### config.mk
export PLATFORM = sky130hd
export DESIGN_NAME = mcs4_cycle_seq
export DESIGN_NICKNAME = d
export VERILOG_FILES = /design/src/rtl/mcs4_pkg.sv /design/src/rtl/mcs4_phase_det.sv /design/src/rtl/mcs4_cycle_seq.sv
export SDC_FILE = /design/constraint.sdc
export NUM_CORES = 1
export LEC_CHECK = 0
export ABC_AREA = 1
export BUFFER_PORTS_ARGS = -buffer_cell sky130_fd_sc_hd__buf_4
export CORE_ASPECT_RATIO = 0.9
export CORE_MARGIN = 2
export CORE_UTILIZATION = 39
export CTS_BUF_LIST = sky130_fd_sc_hd__clkbuf_8
export DETAILED_ROUTE_END_ITERATION = 8
export GPL_TIMING_DRIVEN = 0
export SLEW_MARGIN = 25
export SYNTH_ARGS = -nofsm -noshare
export SYNTH_HDL_FRONTEND = slang
export SYNTH_SLANG_ARGS = --single-unit
### constraint.sdc
create_clock -name clk_i -period 1.8 [get_ports clk_i]
set_clock_uncertainty 0.05 [all_clocks]
set_input_delay 0.09 -clock clk_i [delete_from_list [all_inputs] [get_ports clk_i]]
set_output_delay 0.09 -clock clk_i [all_outputs]
set_load 0.02 [all_outputs]
### src/rtl/mcs4_pkg.sv
// Shared types and widths for the MCS-4 bus sequencer.
// Subcycles are numbered in bus order, A1=0 through X3=7.
package mcs4_pkg;
  localparam int MCS4_ADDR_W = 12;
  localparam int MCS4_DATA_W = 4;

  typedef enum logic [2:0] {
    CYC_A1 = 3'd0,
    CYC_A2 = 3'd1,
    CYC_A3 = 3'd2,
    CYC_M1 = 3'd3,
    CYC_M2 = 3'd4,
    CYC_X1 = 3'd5,
    CYC_X2 = 3'd6,
    CYC_X3 = 3'd7
  } mcs4_cycle_t;
endpackage

### src/rtl/mcs4_phase_det.sv
// Turns the sampled two-phase clock into a one-clk subcycle advance.
// A PHI2 fall only counts when a PHI1 pulse was seen since the last one.
module mcs4_phase_det (
  input  logic clk_i,
  input  logic rst_i,
  input  logic PHI1_i,
  input  logic PHI2_i,
  output logic adv_o
);
  import mcs4_pkg::*;

  logic phi2_q, phi2_d;
  logic phi1_seen_q, phi1_seen_d;
  logic adv_q, adv_d;

  always_comb begin
    phi2_d = PHI2_i;
    adv_d = phi2_q & ~PHI2_i & phi1_seen_q;
    // a PHI1 on the advancing edge re-arms for the next fall
    phi1_seen_d = PHI1_i | (phi1_seen_q & ~adv_d);
  end

  always_ff @(posedge clk_i) begin
    if (rst_i) begin
      phi2_q <= 1'b0;
      phi1_seen_q <= 1'b0;
      adv_q <= 1'b0;
    end else begin
      phi2_q <= phi2_d;
      phi1_seen_q <= phi1_seen_d;
      adv_q <= adv_d;
    end
  end

  assign adv_o = adv_q;
endmodule

### src/rtl/mcs4_cycle_seq.sv
// MCS-4 instruction-cycle sequencer: subcycle counter, PC,
// address nibble drive and OPR/OPA capture, all outputs registered.
module mcs4_cycle_seq #(
  parameter logic [11:0] RESET_PC = 12'h000
) (
  input  logic        clk_i,
  input  logic        rst_i,
  input  logic        PHI1_i,
  input  logic        PHI2_i,
  input  logic [3:0]  D_i,
  output logic [3:0]  D_o,
  output logic        D_oe_o,
  output logic        SYNC_o,
  output logic        CM_ROM_o,
  output logic [2:0]  cycle_o,
  input  logic        jmp_i,
  input  logic [11:0] jmp_addr_i,
  output logic [11:0] pc_o,
  output logic [7:0]  instr_o,
  output logic        instr_valid_o
);
  import mcs4_pkg::*;

  logic adv;

  mcs4_phase_det u_phase (
    .clk_i  (clk_i),
    .rst_i  (rst_i),
    .PHI1_i (PHI1_i),
    .PHI2_i (PHI2_i),
    .adv_o  (adv)
  );

  mcs4_cycle_t cycle_q, cycle_d;
  logic started_q, started_d;
  logic [MCS4_ADDR_W-1:0] pc_q, pc_d;
  logic [MCS4_DATA_W-1:0] opr_q, opr_d;
  logic [7:0] instr_q, instr_d;
  logic valid_q, valid_d;
  logic [MCS4_DATA_W-1:0] d_q, d_d;
  logic oe_q, oe_d;
  logic sync_q, sync_d;
  logic cm_q, cm_d;

  always_comb begin
    cycle_d = cycle_q;
    started_d = started_q;
    pc_d = pc_q;
    opr_d = opr_q;
    instr_d = instr_q;
    valid_d = 1'b0;
    if (adv) begin
      cycle_d = mcs4_cycle_t'(cycle_q + 3'd1);
      started_d = 1'b1;
      if (cycle_q == CYC_M1) opr_d = D_i;
      if (cycle_q == CYC_M2) begin
        instr_d = {opr_q, D_i};
        valid_d = 1'b1;
        pc_d = jmp_i ? jmp_addr_i : pc_q + 12'd1;
      end
    end
    // bus and strobes follow the subcycle being entered
    d_d = '0;
    oe_d = 1'b0;
    case (cycle_d)
      CYC_A1: begin d_d = pc_d[3:0];  oe_d = 1'b1; end
      CYC_A2: begin d_d = pc_d[7:4];  oe_d = 1'b1; end
      CYC_A3: begin d_d = pc_d[11:8]; oe_d = 1'b1; end
      default: begin d_d = '0; oe_d = 1'b0; end
    endcase
    sync_d = (cycle_d == CYC_X3) & started_d;
    cm_d = (cycle_d == CYC_A3);
  end

  always_ff @(posedge clk_i) begin
    if (rst_i) begin
      cycle_q <= CYC_X3;
      started_q <= 1'b0;
      pc_q <= RESET_PC;
      opr_q <= '0;
      instr_q <= '0;
      valid_q <= 1'b0;
      d_q <= '0;
      oe_q <= 1'b0;
      sync_q <= 1'b0;
      cm_q <= 1'b0;
    end else begin
      cycle_q <= cycle_d;
      started_q <= started_d;
      pc_q <= pc_d;
      opr_q <= opr_d;
      instr_q <= instr_d;
      valid_q <= valid_d;
      d_q <= d_d;
      oe_q <= oe_d;
      sync_q <= sync_d;
      cm_q <= cm_d;
    end
  end

  assign cycle_o = cycle_q;
  assign pc_o = pc_q;
  assign instr_o = instr_q;
  assign instr_valid_o = valid_q;
  assign D_o = d_q;
  assign D_oe_o = oe_q;
  assign SYNC_o = sync_q;
  assign CM_ROM_o = cm_q;
endmodule

==> run summary <==
The worst register-to-register path begins at cycle_o[0]. Timing would allow up to 0.5931 GHz. After floorplanning, the core was divided into 24 placement rows. Counting every sink on the clock net gives 39. Y dimension of the die: 70.05 µm.

The class of the tightest hold or removal check was in2reg. In this run the worst path has a maximum fanout of 5. Clock tree buffer depth: 2.

The ratio of cells with drive above 1 in the final layout is 26.35%. Setup violations remaining at the end of the flow were counted as 0. STA classifies the critical path endpoint as a register.

At the end of the flow, the number of nets in the layout was 360. The data required time at the worst endpoint came out at 1970 ps. The critical path is of the reg2reg type. The share of synthesized area in the top cell type comes to 41.30%. The critical path goes through ha_2 -> ha_4 -> nand2_2 -> o21ai_4 -> nand2_2 -> nor2_4 -> nand3_1 -> nand2_1 -> inv_1 -> a21oi_2. The tools report the final-report hold violation count as 0. TritonCTS built the clock tree. The count of boundary I/O pins came out at 52. In the final timing run, aggregate negative setup slack is 0 ps. In this design, the stage delay of the slowest critical-path cell is 370 ps. The max-slew headroom at the worst pin was 64.60%; the minimum clock period after layout was 1686 ps. Across the run, the number of max-cap violations was 0. The die covers 5421 µm².

The latest clock arrival within the worst-skew pair is 280 ps. STA classifies the critical path startpoint as a register. In this run the remaining antenna-violating nets after routing total 0. The wire length after detailed routing came out at 4665 µm. The largest net degree at the start of global routing is 11, and the antenna cell count is 0. Sorting the synthesized cells by area gives the leading types as sky130_fd_sc_hd__dfxtp_1 41%, sky130_fd_sc_hd__nand2_1 16%, sky130_fd_sc_hd__nor2_1 8.9%. The average detailed-routed wire length per instance is 11.69 µm, and the clock slew seen by the registers of the worst setup and hold paths is 70 ps. TritonCTS created 5 clock buffers. At the end of routability-driven placement, the weighted congestion stood at 0.8708. For this run, the total global-route usage over all layers was measured as 18.00%.

After the first detailed-routing iteration, the DRC count stood at 111. The tools report the first-pass iteration count of the detailed router as 5. For this run, the number of Yosys warnings is 0. The tools report the leakage dissipation as 1.112 nW. Among the stages of the critical path, the cell type that occurs most often is sky130_fd_sc_hd__nand2_2. The tools report the number of instances in the synthesized netlist as 274.

The initial utilization of the core area, before any placement, comes to 39.85%. Setup slack of the worst register-to-register path: 110 ps. The depth of the worst register-to-register path was 10; the fraction of the yosys area taken by sequential cells was 41.30%. The destination of the worst register-to-register timing path is D_o[1]. The largest voltage drop on the vdd net was 0.0005125 V; the area added between synthesis and finish was 32.56%. At the pin with the least slew margin, the transition time is 531.1 ps.

Summed over all layers, the global routing overflow is 0. The first global-routing pass estimated 7748 µm of wire. The most common cell after layout, fill and taps aside was sky130_fd_sc_hd__nand2_1.

The post-synth net total is 299, and the post-synthesis cell area is 1891 µm². The initial antenna violation count was 0. The clock tree root driver cell is sky130_fd_sc_hd__clkbuf_8. Following the worst setup path forward leads to its endpoint at D_o[1]. The netlist uses 27 different library cells. Dividing the detail-routed via count by the number of cells gives 4.757. After detailed routing, the number of remaining DRC violations is 0.

Top cell type by total area after synthesis: sky130_fd_sc_hd__dfxtp_1. The detailed placer's ending HPWL was 3445 µm. The H-tree was split into 2 levels. The most critical setup path has its startpoint at cycle_o[0]. Final max-slew violation count: 0. For the placeable core region, the log shows 4745 µm². Each instance of the synthesized netlist takes up on average 6.900 µm². After synthesis the netlist holds a flip-flop and latch count of 39. The flow ran to the end, and the final reports show no timing, DRC or antenna violations. In the layout the commonest cells are 79 x sky130_fd_sc_hd__nand2_1, 54 x sky130_fd_sc_hd__buf_4, 44 x sky130_fd_sc_hd__nor2_1. Input and output buffers added on the ports amount to 51. For the arrival time at the worst endpoint, the log shows 1860 ps. Final hold analysis gives a worst-case slack of 19.37 ps. The via count of the first global-routing pass was 1,741.

Setup repair after global routing left no endpoint under its margin. In this run the power density over the cells is 602.5 nW/µm². The total via count after detailed routing is 1,898.

The library cell contributing the largest single delay on the critical path was sky130_fd_sc_hd__dfxtp_4. Measured along the x axis, the die boundary spans 77.39 µm. The final critical path takes up 93.67% of the cycle.
==> repair_timing <==
action	4_1_cts	5_1_grt
resized for setup	0	14
setup buffers	0	1
hold buffers	2	0
endpoints found under the setup margin	0	5
endpoints found under the hold margin	2	0
==> worst min path at each step <==
stage                                     end  depth (start not counted)  slack [ps]    from
after floorplan           u_phase.phi1_seen_q                          2         160  PHI1_i
after global placement    u_phase.phi1_seen_q                          3         250  PHI1_i
after detailed placement  u_phase.phi1_seen_q                          3         260  PHI1_i
after CTS                          instr_o[1]                          3          10  D_i[1]
after global routing               instr_o[0]                          3          40  D_i[0]
final                              instr_o[1]                          3          20  D_i[1]
==> logic make-up after synthesis <==
group / after synthesis / share of synthesized area [%]
flip-flops: 39 / 41.30
XOR/XNOR: 1 / 1.456
AO/OA/AOI/OAI: 38 / 10.85
adder cells (fa/ha/maj): 4 / 2.647
multiplexers: 2 / 1.059
buffers and inverters: 36 / 8.537
AND/OR/NAND/NOR: 154 / 34.15
==> report_power, final <==
group	leakage, nW	switching, W	internal (W)
Combinational	0.756	0.0000537	0.0000518
Sequential	0.315	0.00000321	0.000866
Clock	0.0413	0.000282	0.000253
Total	1.11	0.000339	0.00117
==> cell usage after synthesis <==
cell type / number
sky130_fd_sc_hd__ha_1: 4
sky130_fd_sc_hd__buf_1: 2
sky130_fd_sc_hd__dfxtp_1: 39
sky130_fd_sc_hd__nor2_2: 2
sky130_fd_sc_hd__inv_2: 2
sky130_fd_sc_hd__nand4_1: 5
sky130_fd_sc_hd__mux2i_1: 2
sky130_fd_sc_hd__nand2_2: 1
sky130_fd_sc_hd__xnor2_4: 1
sky130_fd_sc_hd__o21ai_0: 13
sky130_fd_sc_hd__nor4_1: 1
sky130_fd_sc_hd__clkbuf_1: 1
sky130_fd_sc_hd__buf_4: 2
sky130_fd_sc_hd__nor2_1: 45
sky130_fd_sc_hd__inv_1: 24
sky130_fd_sc_hd__a21oi_2: 1
sky130_fd_sc_hd__o21a_2: 1
sky130_fd_sc_hd__nand2_1: 80
sky130_fd_sc_hd__o21ai_1: 2
sky130_fd_sc_hd__nand3_4: 1
sky130_fd_sc_hd__o21ai_2: 2
sky130_fd_sc_hd__nand3_1: 17
sky130_fd_sc_hd__buf_2: 3
sky130_fd_sc_hd__or2_2: 1
sky130_fd_sc_hd__a21oi_1: 19
sky130_fd_sc_hd__buf_6: 2
sky130_fd_sc_hd__nor2_4: 1
==> routing by layer <==
layer / track usage (%) / vias to the layer above / share of wire, %
met3: 5.426 / 2 / 6.8
met5: 0 / - / 0
li1: - / 985 / -
met1: 23.56 / 853 / 47
met2: 28.99 / 58 / 46
met4: 4.762 / 0 / 0.41
==> per-stage QoR <==
step	worst slack [ps]	area [µm²]	power (W)	utilization (%)	cells
2_1_floorplan	66.45	1891	0.0009384	-	274
3_3_place_gp	20.45	2355	0.0009902	49.63	390
3_5_place_dp	8.664	2355	0.0009903	49.63	390
4_1_cts	0.6133	2447	0.001527	51.58	398
5_1_grt	10.70	2506	0.001575	52.82	399
6_report	113.9	2506	0.001510	52.82	399
==> flip-flops by register name, indices dropped and copies added (netlist names), 3 cells and up <==
name,flops
cycle_o,3
D_o,4
instr_o,8
pc_o,12
opr_q,4
==> layout make-up <==
type | instances | area, µm²
clock buffers | 5 | 68.82
fillers | 545 | 2238
clock inverters | 1 | 3.754
well taps | 65 | 81.33
inverters | 26 | 97.59
multi-input cells | 199 | 992.2
plain buffers | 10 | 63.81
flip-flops and latches | 39 | 788.3
repair buffers | 54 | 410.4
==> critical path, delay by kind of cell (launching register included) <==
kind / cells / cell delay, ps
AOI/OAI and AO/OA: 2 / 210
buffers and inverters: 1 / 50
adders and majority gates: 2 / 460
DFF: 1 / 370
and+or+nand+nor: 5 / 480
(Power assumes the default switching activity.)
